## config.mk

```make
export PLATFORM = sky130hd
export DESIGN_NAME = master_in_port
export DESIGN_NICKNAME = d
export VERILOG_FILES = /design/src/rtl/bus_pkg.sv /design/src/rtl/serial_shift_in.sv /design/src/rtl/master_in_port.sv
export SDC_FILE = /design/constraint.sdc
export NUM_CORES = 1
export LEC_CHECK = 0
export CORE_UTILIZATION = 50
export CTS_BUF_LIST = sky130_fd_sc_hd__clkbuf_8
export DETAILED_ROUTE_END_ITERATION = 10
export PLACE_DENSITY = 0.89
export SYNTH_ARGS = -nofsm -noshare
export SYNTH_HDL_FRONTEND = slang
export SYNTH_SLANG_ARGS = --single-unit
```

## constraint.sdc

```tcl
create_clock -name clk -period 1.42 [get_ports clk]
set_input_delay 0.426 -clock clk [delete_from_list [all_inputs] [get_ports clk]]
set_output_delay 0.426 -clock clk [all_outputs]
set_load 0.02 [all_outputs]
```

## src/rtl/bus_pkg.sv

```systemverilog
// Shared definitions for the master/slave serial bus: FSM encoding and
// default transfer geometry.
package bus_pkg;

   typedef enum logic [1:0] {
      IDLE    = 2'd0,
      WAIT    = 2'd1,
      RECEIVE = 2'd2
   } state_t;

   localparam int DEFAULT_DATA_WIDTH     = 8;
   localparam int DEFAULT_TIMEOUT_CYCLES = 255;

endpackage

```

## src/rtl/serial_shift_in.sv

```systemverilog
// LSB-first shift-in register with bit counter; o_next_word is the word as it
// will look once the current bit is taken, so the last bit can be captured directly.
module serial_shift_in
   import bus_pkg::*;
#(
   parameter int DATA_WIDTH = DEFAULT_DATA_WIDTH
) (
   input  logic                  clk,
   input  logic                  reset,
   input  logic                  i_clear,
   input  logic                  i_shift,
   input  logic                  i_bit,
   output logic [DATA_WIDTH-1:0] o_next_word,
   output logic                  o_last_bit
);

   localparam int BW = (DATA_WIDTH > 1) ? $clog2(DATA_WIDTH) : 1;
   localparam logic [BW-1:0] LAST_IDX = BW'(DATA_WIDTH - 1);

   logic [DATA_WIDTH-1:0] r_word;
   logic [BW-1:0]         r_cnt;
   logic [DATA_WIDTH-1:0] w_next_word;

   // Shifting right lands bit k at position k after DATA_WIDTH shifts.
   genvar gi;
   generate
      for (gi = 0; gi < DATA_WIDTH - 1; gi++) begin : g_shift
         assign w_next_word[gi] = r_word[gi+1];
      end
   endgenerate
   assign w_next_word[DATA_WIDTH-1] = i_bit;

   always_ff @(posedge clk or posedge reset) begin
      if (reset) begin
         r_word <= '0;
         r_cnt  <= '0;
      end else if (i_clear) begin
         r_word <= '0;
         r_cnt  <= '0;
      end else if (i_shift) begin
         r_word <= w_next_word;
         r_cnt  <= r_cnt + BW'(1);
      end
   end

   assign o_next_word = w_next_word;
   assign o_last_bit  = (r_cnt == LAST_IDX);

endmodule

```

## src/rtl/master_in_port.sv

```systemverilog
// Master receive stage: request/handshake with the slave, bounded wait, then
// LSB-first deserialisation of one word with done/timeout/frame-error status.
module master_in_port
   import bus_pkg::*;
#(
   parameter int DATA_WIDTH     = DEFAULT_DATA_WIDTH,
   parameter int TIMEOUT_CYCLES = DEFAULT_TIMEOUT_CYCLES,
   parameter int CNT_WIDTH      = 8
) (
   input  logic                  clk,
   input  logic                  reset,
   input  logic                  rx_start,
   input  logic                  slave_valid,
   input  logic                  slave_tx_done,
   input  logic                  rx_data,
   output logic                  master_ready,
   output logic [DATA_WIDTH-1:0] dataout,
   output logic                  rx_done,
   output logic                  rx_busy,
   output logic                  rx_timeout,
   output logic                  frame_err
);

   localparam logic [CNT_WIDTH-1:0] TC_LAST =
      CNT_WIDTH'((TIMEOUT_CYCLES == 0) ? 0 : TIMEOUT_CYCLES - 1);

   state_t                r_state, w_state_next;
   logic [CNT_WIDTH-1:0]  r_tcnt, w_tcnt_next;
   logic [DATA_WIDTH-1:0] r_dataout, w_dataout_next;
   logic                  r_rx_done, w_rx_done_next;
   logic                  r_rx_timeout, w_rx_timeout_next;
   logic                  r_frame_err, w_frame_err_next;
   logic                  w_clear, w_shift, w_last_bit;
   logic [DATA_WIDTH-1:0] w_next_word;

   serial_shift_in #(.DATA_WIDTH(DATA_WIDTH)) u_shift (
      .clk         (clk),
      .reset       (reset),
      .i_clear     (w_clear),
      .i_shift     (w_shift),
      .i_bit       (rx_data),
      .o_next_word (w_next_word),
      .o_last_bit  (w_last_bit)
   );

   always_ff @(posedge clk or posedge reset) begin
      if (reset) begin
         r_state      <= IDLE;
         r_tcnt       <= '0;
         r_dataout    <= '0;
         r_rx_done    <= 1'b0;
         r_rx_timeout <= 1'b0;
         r_frame_err  <= 1'b0;
      end else begin
         r_state      <= w_state_next;
         r_tcnt       <= w_tcnt_next;
         r_dataout    <= w_dataout_next;
         r_rx_done    <= w_rx_done_next;
         r_rx_timeout <= w_rx_timeout_next;
         r_frame_err  <= w_frame_err_next;
      end
   end

   always_comb begin
      w_state_next      = r_state;
      w_tcnt_next       = r_tcnt;
      w_dataout_next    = r_dataout;
      w_rx_done_next    = 1'b0;
      w_rx_timeout_next = 1'b0;
      w_frame_err_next  = r_frame_err;
      w_clear           = 1'b0;
      w_shift           = 1'b0;
      case (r_state)
         IDLE: begin
            if (rx_start) begin
               w_state_next     = WAIT;
               w_tcnt_next      = '0;
               w_frame_err_next = 1'b0;
            end
         end
         WAIT: begin
            // Handshake is checked first so it beats a coincident expiry.
            if (slave_valid) begin
               w_state_next = RECEIVE;
               w_clear      = 1'b1;
            end else if (TIMEOUT_CYCLES != 0 && r_tcnt == TC_LAST) begin
               w_state_next      = IDLE;
               w_rx_timeout_next = 1'b1;
            end else if (TIMEOUT_CYCLES != 0) begin
               w_tcnt_next = r_tcnt + CNT_WIDTH'(1);
            end
         end
         RECEIVE: begin
            w_shift = 1'b1;
            if (w_last_bit) begin
               w_state_next   = IDLE;
               w_dataout_next = w_next_word;
               w_rx_done_next = 1'b1;
               if (!slave_tx_done) w_frame_err_next = 1'b1;
            end
         end
         default: w_state_next = IDLE;
      endcase
   end

   assign master_ready = (r_state == WAIT);
   assign rx_busy      = (r_state != IDLE);
   assign dataout      = r_dataout;
   assign rx_done      = r_rx_done;
   assign rx_timeout   = r_rx_timeout;
   assign frame_err    = r_frame_err;

endmodule

```

; ---- Yosys cells after proc, flatten, opt, wreduce, memory -nomap -nowiden
; Cells that the tools add are included.
[totals]
out_inout_bits = 13
in_bits = 6
ff_bits = 32
[classes]
n_mux = 25
n_eq_ne = 10
add_sub_neg = 2
reduce_logical = 9
[ops]
columns = cell, count
row1 = $mux W8, 5
row2 = $pmux W8 S2, 1
row3 = $mux W1, 11
row4 = $add A8 B1 Y8 const B, 1
row5 = $eq A8 B8 Y1 const B, 1
row6 = $mux W2, 4
row7 = $ne A2 B2 Y1 const B, 4
row8 = $reduce_and A4 Y1, 2
row9 = $reduce_bool A2 Y1, 4
row10 = $mux W3, 2
row11 = $pmux W2 S3, 1
row12 = $add A3 B1 Y3 const B, 1
row13 = $eq A3 B3 Y1 const B, 1
row14 = $ne A3 B2 Y1 const B, 1
row15 = $reduce_and A3 Y1, 1
row16 = $eq A2 B1 Y1 const B, 1
row17 = $eq A2 B2 Y1 const B, 1
row18 = $logic_not A2 Y1, 1
row19 = $ne A2 B1 Y1 const B, 1
row20 = $pmux W1 S2, 1
row21 = $reduce_and A2 Y1, 1

; ---- Depth between registers and ports, before layout
; Gate-level depths: netlist of run 1.
[logic_depth]
depth_word = 4
ltp_mapped = 6
mapped_depth_nobuf = 6

; ---- By module
; A second synthesis of run 1 with hierarchy kept.
[hier_totals]
cells_unflattened = 114
hier_area_um2 = 1403.8
[modules_own_cells]
columns = mod, cells_per_inst, area_each_um2, n_inst
row1 = master_in_port, 78, 965.9, 1
row2 = serial_shift_in, 36, 437.9, 1

; ---- Worst setup path after synthesis of run 1
; Ideal clock, no wire load.
[synth_path]
kind = register to register
from = register r_state[1]
to = register r_tcnt[7]
period_less_slack_ps = 1548
slack_ps = -128
n_path_buf = 1
arrival_ps = 1469
stages_incl_launch_ff = 6
path_cell_list = dfrtp_1 buf_2 nor2b_1 o21ai_0 and2_1 a2bb2oi_1
[synth_via]
elab_chain_len = 3
elab_cells_between_ends = 8
[synth_lines]
columns = element, line_no
row1 = start: declaration, master_in_port.sv:27  ; state_t r_state, w_state_next;
row2 = start signal: assignment, master_in_port.sv:55  ; r_state <= w_state_next;
row3 = $eq A2 B1 Y1 (*), -
row4 = via master_ready, master_in_port.sv:16  ; output logic master_ready,
row5 = $ne A2 B2 Y1 (no source line) or $reduce_bool A2 Y1 (tied branches), -
row6 = $reduce_and A4 Y1 (no source line), -
row7 = end signal: assignment, master_in_port.sv:56  ; r_tcnt <= w_tcnt_next;
row8 = end: declaration, master_in_port.sv:28  ; logic [CNT_WIDTH-1:0] r_tcnt, w_tcnt_next;
; The timed path passes the listed nets; every way through them passes the cells marked *.
; A chain may end at the register's enable or synchronous reset.

; ---- Worst setup path in the final report of run 1
[layout_path]
from = register r_tcnt[1]
to = register r_tcnt[1]
[layout_via]
elab_chain_len = 4
elab_cells_between_ends = 7
[layout_lines]
columns = element, line_no
row1 = $add A8 B1 Y8, master_in_port.sv:90  ; w_tcnt_next = r_tcnt + CNT_WIDTH'(1);
row2 = $mux W8, master_in_port.sv:86  ; end else if (TIMEOUT_CYCLES != 0 && r_tcnt == TC_LAST) begin
row3 = $mux W8, master_in_port.sv:83  ; if (slave_valid) begin
row4 = $pmux W8 S2, master_in_port.sv:73  ; case (r_state)
; Parallel ways exist; a longest one is shown, timed or not. The select of a mux whose other input is x is not followed.

==> run summary, run 1 <==
vias in the first global route: 1241
largest family of logic cells by synthesized area: simple AND/OR/NAND/NOR gates
Vias: 1402
number of max-cap violations: 0
IO Count: 19
htree depth: 2
layout cell share with drive strength beyond 1: 0.455
gr usage total: 0.299
Initial DRT Pass Iterations: 4
Reg power frac: 0.316
failing checks: negative setup slack
Buffers & Inverters on Critical Path: 2
post-synthesis mux area share: 0.0647
Synth Cell Area: 1390 um2
Initial Util: 0.547
clk_lat worst skew: 0.29 ns
root buffer cell: clkbuf_8
Max stage delay on crit path: 0.45 ns
Synth Register Bits: 31
final worst setup slack: -0.258 ns
Cell Chain, Critical Path: ha_2, nand4_1, o21ai_4, buf_6, buf_6, nand3_2, o41ai_2
Synth area leader: dfrtp_1
dpl hpwl: 2320 um
Main synth FF type: dfrtp_1
Leakage: 1.04 nW
clk sinks: 31
Worst Path Required: 1.60 ns
Post-synth EDFFs: 0
worst-path cell with the longest stage delay: dfrtp_1
Synth Area in Compound Gates: 0.104
TritonCTS Buffers: 5
sw frac: 0.402
number of DRC markers in iteration 0: 100
Synth top area share: 0.557
Slew @ Worst Pin: 0.267 ns
ys async rst share: 1.00
xor/xnor share of the synthesized area: 0.00629
crit start category: register
Gate Count Post-Synth: 131
top cells by area, synth: dfrtp_1 (56%), mux2_2 (6.5%), nor2_1 (5.4%)
post-synthesis sequential area ratio: 0.557
core area: 2540 um2
Clock Tree Buf Depth: 2
Multi-input gate area: 792 um2
largest net degree at the start of global routing: 32
final wirelength: 4940 um
Util after Layout: 0.861
Seq. cell area: 776 um2
post-route ant nets: 0
Mapped Nets: 141
Die X: 54.8 um
Tmin final: 1.68 ns
DR vias/cell: 6.40
Crit Path Class: register to register
overall power: 4.60 mW
Post-Route Skew: 0.00468 ns
Fill cells: 113
WL/cell: 22.6 um
peak fanout along the critical path: 7
Buffers on Ports: 18
final hold vios: 0
status: complete, but fails checks
initial antenna violation count: 0
kind of end point of the critical path: register
Peak VDD IR: 1.92 mV
GP Congestion: 0.883
die area: 3000 um2
CP arrival: 1.86 ns
Core Rows: 18
clock power share: 0.154
global-route wire length before repair: 5940 um
Remaining Overflow, GRT: 0
area grow syn2layout: 57.4%
top-count cell post-synth: dfrtp_1
RSZ-0062 raised after global routing: true
Comb power frac: 0.530
area share of and/or/nand/nor cells after synthesis: 0.201
CTS clock-pin slew for the worst setup and hold paths: 0.06 ns
setup TNS: -2.74 ns
Hold Path Class: primary input to async pin
power density over cell area: 2100 nW/um2
most frequent cell on the critical path: buf_6
Net Sw Power: 1.85 mW
Post-route DRC: 0
Yosys Warn Count: 0
normalized max-slew margin: 0.820
average size of a mapped cell: 10.6 um2
Antenna Cells: 0
post-synthesis adder-cell area fraction: 0.0359
count of final setup violators: 26
fmax: 0.596 GHz
library cells used by synthesis: 34
Die Y: 54.8 um
Final period util: 1.18
crit-path leading delay family: flip-flops
internal power: 2.75 mW
Commonest cells post-synth: dfrtp_1 (31), nor2_1 (20), nand2_1 (9)
TritonCTS clock tree: built
nets: 199
Slew Limit Fails: 0
[cell usage in the layout, fill, tap and decap left out, types with 3 or more instances in the layout]
cell type and instances:
nor2_1 17, nor3_2 3, a21oi_1 3, nand3_1 3
clkdlybuf4s15_1 8, clkbuf_8 6, inv_1 8, nand2_1 7
buf_4 23, o21ai_0 4, buf_6 11, nand3_2 3
mux2_4 8, dfrtp_1 31, clkdlybuf4s50_1 4, nor3_1 5
[state kept, by name (all words and copies together), names as in the netlist]
name            count
dataout             8
r_tcnt              8
u_shift.r_word      7
u_shift.r_cnt       3
r_state             2
frame_err           1
rx_done             1
rx_timeout          1
[metrics by stage]
step / hold WS, ns / setup slack, ns / instance area [um2] / std cells
finish: 0.480 / -0.258 / 2190 / 219
global route: 0.520 / -0.283 / 2190 / 219
CTS: 0.484 / -0.223 / 1960 / 208
detailed placement: 0.493 / -0.464 / 1760 / 194
global placement: 0.487 / -0.407 / 1760 / 194
floorplan: 0.481 / -0.0474 / 1420 / 131
[kinds of logic (layout without fill, tap and decap cells)]
logic type	Yosys count	after routing
compound gates	21	21
xor+xnor	1	1
fa+ha+maj	4	4
buf+inv	10	67
flops	31	31
mux	8	8
simple gates	56	57
[final timing paths]
| check | from | end | slack, ns | depth (start not counted) |
|---|---|---|---|---|
| setup / recovery | r_tcnt[1] | r_tcnt[1] | -0.26 | 7 |
| hold / removal | reset | dataout[0] | 0.48 | 3 |
| setup reg to reg | r_tcnt[1] | r_tcnt[1] | -0.26 | 7 |
| hold reg to reg | dataout[2] | dataout[2] | 0.51 | 1 |
| max in group asynchronous | reset | u_shift.r_word[2] | 0.77 | 3 |
| min in group clk | dataout[2] | dataout[2] | 0.51 | 1 |
[layer usage]
metal / GRT usage / up-vias / part of all wire / wire (um)
li1: - / 582 / - / -
met1: 0.367 / 663 / 0.36 / 1770
met2: 0.436 / 125 / 0.47 / 2330
met3: 0.117 / 32 / 0.11 / 524
met4: 0.188 / 0 / 0.064 / 314
met5: 0 / - / 0 / 0
[what timing repair did]
action,CTS,global route
setup buffers,6,9
cloned,1,2
hold buffers,0,0
resized for setup,41,47
hold endpoints to repair,0,0
setup endpoints to repair,29,36
pin swaps,7,8
[layout make-up]
class	count	share of cell area
Inverter	8	0.0137
Multi-Input combinational cell	91	0.361
Clock buffer	6	0.0377
Sequential cell	31	0.354
Tap cell	30	0.0171
Clock inverter	1	0.00228
Timing Repair Buffer	52	0.214
[worst reg2reg max path, cell delays in order (launching register included)]
cell and delay (ns):
dfrtp_1 0.45, ha_2 0.23, nand4_1 0.22, o21ai_4 0.26, buf_6 0.17, buf_6 0.12, nand3_2 0.07, o41ai_2 0.06
[power by group through the flow]
stage	Sequential, mW	Combinational, mW	Clock, mW
floorplan	1.52	0.808	0
global placement	1.38	1.55	0
detailed placement	1.41	1.65	0
CTS	1.40	1.74	0.709
global route	1.47	2.54	0.739
finish	1.45	2.44	0.707
Note: power is estimated with default switching activity, not from simulation.
==> run 2: changes to the inputs <==
- CORE_MARGIN: default -> 3
==> run 2 against run 1 <==
Against the previous run: the flow still finishes with violations (negative setup slack); combinational power decreased by 19%; die area increased by 15%; largest cell class is now flip-flops and latches; first-iteration DRC count decreased by 46%; power decreased by 6.0%; non-clock buffer count decreased by 9; worst setup slack improved by 0.016 ns; sequential cell count unchanged; routed wire length decreased by 18%; highest routed layer unchanged; critical endpoint unchanged.
==> run summary, run 2 (synthesis results as in run 1) <==
status: complete, but fails checks
failing checks: negative setup slack
vias in the first global route: 1189 (-4.2%)
setup TNS: -2.94 ns (-0.193 ns)
Clock Tree Buf Depth: 2 (unchanged)
DR vias/cell: 5.93 (-7.3%)
Fill cells: 129 (+14%)
Die Y: 58.8 um (+7.3%)
layout cell share with drive strength beyond 1: 0.392 (-0.0628)
Comb power frac: 0.455 (-0.075)
Slew @ Worst Pin: 0.431 ns (+0.164 ns)
clk sinks: 31 (unchanged)
Tmin final: 1.66 ns (-0.0164 ns)
Leakage: 1.01 nW (-2.7%)
Reg-to-Reg End: r_tcnt[1]
Buffers on Ports: 18 (unchanged)
Die X: 58.8 um (+7.3%)
CTS clock-pin slew for the worst setup and hold paths: 0.07 ns (about the same)
Post-route DRC: 0 (unchanged)
number of max-cap violations: 0 (unchanged)
dpl hpwl: 2080 um (-10%)
Buffers & Inverters on Critical Path: 2 (unchanged)
area grow syn2layout: 47.6%
Slew Limit Fails: 0 (unchanged)
crit-path leading delay family: compound AO/OA/AOI/OAI gates
fmax: 0.602 GHz (+0.98%)
Initial DRT Pass Iterations: 4 (unchanged)
sw frac: 0.368 (-0.0338)
most frequent cell on the critical path: buf_6
Net Sw Power: 1.59 mW (-14%)
overall power: 4.32 mW (-6.0%)
crit start category: register
GP Congestion: 0.794 (-10%)
commonest non-fill, non-tap cells in the layout: dfrtp_1 (31), nor2_1 (19), buf_4 (16)
r2r setup slk: -0.24 ns (+0.02 ns)
commonest non-fill, non-tap cell in the layout: dfrtp_1
WL/cell: 19.1 um (-15%)
htree depth: 2 (unchanged)
worst-path cell with the longest stage delay: dfrtp_1
Initial Util: 0.542 (-0.00480)
Remaining Overflow, GRT: 0 (unchanged)
Peak VDD IR: 1.71 mV (-11%)
largest net degree at the start of global routing: 32 (unchanged)
Post-Route Skew: 0.00269 ns (-0.00199 ns)
gr usage total: 0.224 (-0.0752)
CP arrival: 1.80 ns (-0.06 ns)
Critical R2R Launch: r_state[1]
Util after Layout: 0.801 (-0.0607)
fin cells: 211 (-3.7%)
final hold vios: 0 (unchanged)
Max stage delay on crit path: 0.44 ns (about the same)
TritonCTS clock tree: built
Crit Path Class: register to register
count of final setup violators: 24 (-7.7%)
nets: 190 (-4.5%)
Worst Reg-to-Reg Cells: 5 (-2)
normalized max-slew margin: 0.709 (-0.111)
Core Rows: 18 (unchanged)
die area: 3450 um2 (+15%)
final worst setup slack: -0.242 ns (+0.0164 ns)
global-route wire length before repair: 5500 um (-7.4%)
TritonCTS Buffers: 5 (unchanged)
cts hold-fix bufs: 0 (unchanged)
post-route ant nets: 0 (unchanged)
final wirelength: 4030 um (-18%)
Cell Chain, Critical Path: buf_6, nor3b_4, o21ai_4, buf_6, o41ai_1
clk_lat worst skew: 0.29 ns (about the same)
Hold Path Class: primary input to async pin
number of DRC markers in iteration 0: 54 (-46%)
dpl ws: -0.474 ns (-0.00991 ns)
Antenna Cells: 0 (unchanged)
Reg power frac: 0.335 (+0.019)
root buffer cell: clkbuf_8
Worst Path Required: 1.56 ns (-0.04 ns)
initial antenna violation count: 0 (unchanged)
core area: 2570 um2 (+0.88%)
Placed Cells incl. Taps: 192 (-1.0%)
internal power: 2.73 mW (-0.74%)
clock power share: 0.211 (+0.057)
Vias: 1252 (-11%)
kind of end point of the critical path: register
Final period util: 1.17 (-0.0115)
peak fanout along the critical path: 8 (+1)
IO Count: 19 (unchanged)
power density over cell area: 2100 nW/um2 (+0.18%)
RSZ-0062 raised after global routing: true
run 2: how the worst max path moves through the flow:
stage,from,endpoint,slack [ns],cells past startpoint
3_3_place_gp,slave_valid,r_tcnt[5],-0.41,5
3_5_place_dp,slave_valid,r_tcnt[5],-0.47,5
2_1_floorplan,r_tcnt[0],r_tcnt[5],-0.05,6
5_1_grt,r_state[1],r_tcnt[1],-0.32,5
6_report,r_state[1],r_tcnt[1],-0.24,5
4_1_cts,r_state[1],rx_busy,-0.15,2
run 2: routing by layer:
metal	track usage	up-vias	share of wire
li1	-	556	-
met2	0.355	52	0.51
met1	0.270	631	0.41
met4	0.110	0	0.030
met5	0	-	0
met3	0.0811	13	0.053
run 2: worst reg2reg max path, stage by stage (launching register included):
cell and delay [ns]:
dfrtp_1 0.44, buf_6 0.17, nor3b_4 0.26, o21ai_4 0.10
buf_6 0.16, o41ai_1 0.38
run 2: cell type report:
type / count / area, um2 / share of cell area
Timing Repair Buffer: 43 / 389 / 0.189
Clock inverter: 2 / 35.0 / 0.0170
Clock buffer: 6 / 82.6 / 0.0402
Inverter: 8 / 30.0 / 0.0146
Tap cell: 30 / 37.5 / 0.0183
Multi-Input combinational cell: 91 / 706 / 0.343
Sequential cell: 31 / 776 / 0.377
run 2: power by group through the flow:
stage                     Combinational [mW]  Sequential [mW]  Clock, mW
after floorplan                        0.808             1.52          0
after global placement                  1.52             1.38          0
after detailed placement                1.59             1.40          0
after CTS                               1.63             1.39      0.906
after global routing                    2.12             1.47      0.956
final                                   1.97             1.45      0.910
run 2: stage by stage:
step,cell area (um2),hold slack (ns)
after floorplan,1420,0.481
after global placement,1740,0.487
after detailed placement,1740,0.498
after CTS,1920,0.484
after global routing,2060,0.533
final,2060,0.476
run 2: what timing repair did:
item                                    CTS  global route
gates cloned                              1             0
endpoints found under the setup margin   29            28
buffers inserted                          3             7
resized for setup                        35            37
pin swaps                                 3            12
==> run 3: changes to the inputs <==
- PLACE_DENSITY: 0.89 -> 0.77
==> run 3 against run 2 <==
Against the previous run: the flow still finishes with violations (negative setup slack); global-route usage decreased by 0.64 points; sequential power decreased by 3%; sequential cell count unchanged; clock power decreased by 22%; via count decreased by 4.0%; core utilization decreased by 0.44 points; worst setup slack improved by 0.10 ns; register-to-register slack improved by 0.13 ns; largest cell class unchanged.
==> run summary, run 3 (synthesis results as in run 1) <==
status: complete, but fails checks
failing checks: negative setup slack
dpl ws: -0.483 ns (-0.00867 ns)
power density over cell area: 1980 nW/um2 (-5.7%)
Remaining Overflow, GRT: 0 (unchanged)
Vias: 1202 (-4.0%)
CP arrival: 1.13 ns (-0.67 ns)
kind of end point of the critical path: output port
Fill cells: 164 (+27%)
cts hold-fix bufs: 0 (unchanged)
clk sinks: 31 (unchanged)
TritonCTS Buffers: 5 (unchanged)
vias in the first global route: 1160 (-2.4%)
Tmin final: 1.56 ns (-0.103 ns)
number of DRC markers in iteration 0: 47 (-13%)
commonest non-fill, non-tap cell in the layout: dfrtp_1
Slew @ Worst Pin: 0.364 ns (-0.0674 ns)
GP Congestion: 0.822 (+3.6%)
crit start category: register
Initial Util: 0.542 (unchanged)
global-route wire length before repair: 5490 um (-0.13%)
Final period util: 1.10 (-0.0727)
fin area: 2040 um2 (-0.55%)
Clock Tree Buf Depth: 2 (unchanged)
Peak VDD IR: 1.65 mV (-3.7%)
normalized max-slew margin: 0.757 (+0.0481)
met3 usage: 0.0461 (-0.0351)
final worst setup slack: -0.139 ns (+0.103 ns)
die area: 3450 um2 (unchanged)
IO Count: 19 (unchanged)
DR vias/cell: 5.83 (-1.7%)
Buffers on Ports: 18 (unchanged)
Die Y: 58.8 um (unchanged)
layout cell share with drive strength beyond 1: 0.386 (-0.00590)
Hold Path Class: primary input to async pin
gr usage total: 0.218 (-0.00642)
final hold vios: 0 (unchanged)
Initial DRT Pass Iterations: 4 (unchanged)
GRT met1 Usage: 0.282 (+0.0127)
busiest grt layer: met2
root buffer cell: clkbuf_8
count of final setup violators: 18 (-25%)
largest net degree at the start of global routing: 32 (unchanged)
Crit Path Class: register to output port
commonest non-fill, non-tap cells in the layout: dfrtp_1 (31), nor2_1 (16), buf_4 (15)
Leakage: 0.989 nW (-2.2%)
Slew Limit Fails: 0 (unchanged)
RSZ-0062 raised after global routing: true
Core Rows: 18 (unchanged)
placed inst area: 1740 um2 (unchanged)
post-route ant nets: 0 (unchanged)
Post-route DRC: 0 (unchanged)
setup TNS: -1.09 ns (+1.85 ns)
core area: 2570 um2 (unchanged)
number of max-cap violations: 0 (unchanged)
initial antenna violation count: 0 (unchanged)
final wirelength: 3470 um (-14%)
TritonCTS clock tree: built
Antenna Cells: 0 (unchanged)
CTS clock-pin slew for the worst setup and hold paths: 0.06 ns (about the same)
dpl hpwl: 2050 um (-1.1%)
area grow syn2layout: 46.8%
fmax: 0.642 GHz (+6.6%)
WL/cell: 16.8 um (-12%)
Post-Route Skew: 0.00470 ns (+0.00201 ns)
Die X: 58.8 um (unchanged)
clk_lat worst skew: 0.29 ns (about the same)
met2 usage: 0.345 (-0.00946)
nets: 186 (-2.1%)
Util after Layout: 0.796 (-0.00439)
peak fanout along the critical path: 3 (-5)
htree depth: 2 (unchanged)
Worst Path Required: 0.99 ns (-0.57 ns)
run 3: cell types whose count changed in the layout (fill, tap and decap cells not counted), moves of 2 or more:
cell / change
ha_2: -2
buf_6: -3
nor3_1: -3
clkdlybuf4s15_1: +4
nor3_2: +3
nor2_2: +2
nand3_2: -3
nor2_1: -3
clkbuf_2: -4
nand3_1: +3
run 3: what timing repair did:
item                                    in CTS  in global routing
pin swaps                                    6                 11
cloned                                       2                  0
gates resized for setup                     37                 36
buffers inserted                             4                  3
endpoints found under the setup margin      29                 28
run 3: power breakdown:
group          leakage [nW]  switching, mW  internal, mW  total, mW
Clock                0.0470          0.327         0.380      0.706
Combinational         0.541          0.980         0.963       1.94
Sequential            0.402          0.211          1.19       1.40
run 3: final cells by class:
class,count,area (um2),area share
timing repair buffer,39,368,0.180
multi-input combinational,91,746,0.365
clock buffer,6,82.6,0.0404
tap,30,37.5,0.0184
sequential,31,776,0.379
inverter,8,30.0,0.0147
clock inverter,1,5.00,0.00245
run 3: per-layer routing:
metal | up-vias | wire [um]
li1 | 545 | -
met3 | 12 | 211
met4 | 0 | 96
met1 | 602 | 1470
met5 | - | 0
met2 | 43 | 1690
run 3: worst paths after layout:
| kind | from | endpoint | slack, ns | cells after the start |
|---|---|---|---|---|
| hold / removal | reset | dataout[1] | 0.50 | 3 |
| max in group asynchronous | reset | r_state[0] | 0.76 | 3 |
| min in group clk | dataout[5] | dataout[5] | 0.51 | 1 |
| setup / recovery | r_state[1] | rx_busy | -0.14 | 2 |
| setup reg to reg | r_tcnt[0] | r_tcnt[6] | -0.11 | 6 |
| hold reg to reg | dataout[5] | dataout[5] | 0.51 | 1 |
run 3: stage by stage:
stage / hold slack [ns] / instances / power (mW)
after floorplan: 0.481 / 131 / 2.33
after CTS: 0.503 / 205 / 3.73
after global routing: 0.524 / 206 / 4.32
final: 0.502 / 206 / 4.05
after detailed placement: 0.493 / 192 / 2.99
after global placement: 0.487 / 192 / 2.91
run 3: critical path, stage by stage (launching register included):
cell and delay (ns):
dfrtp_1 0.40, or2_2 0.31, buf_6 0.14
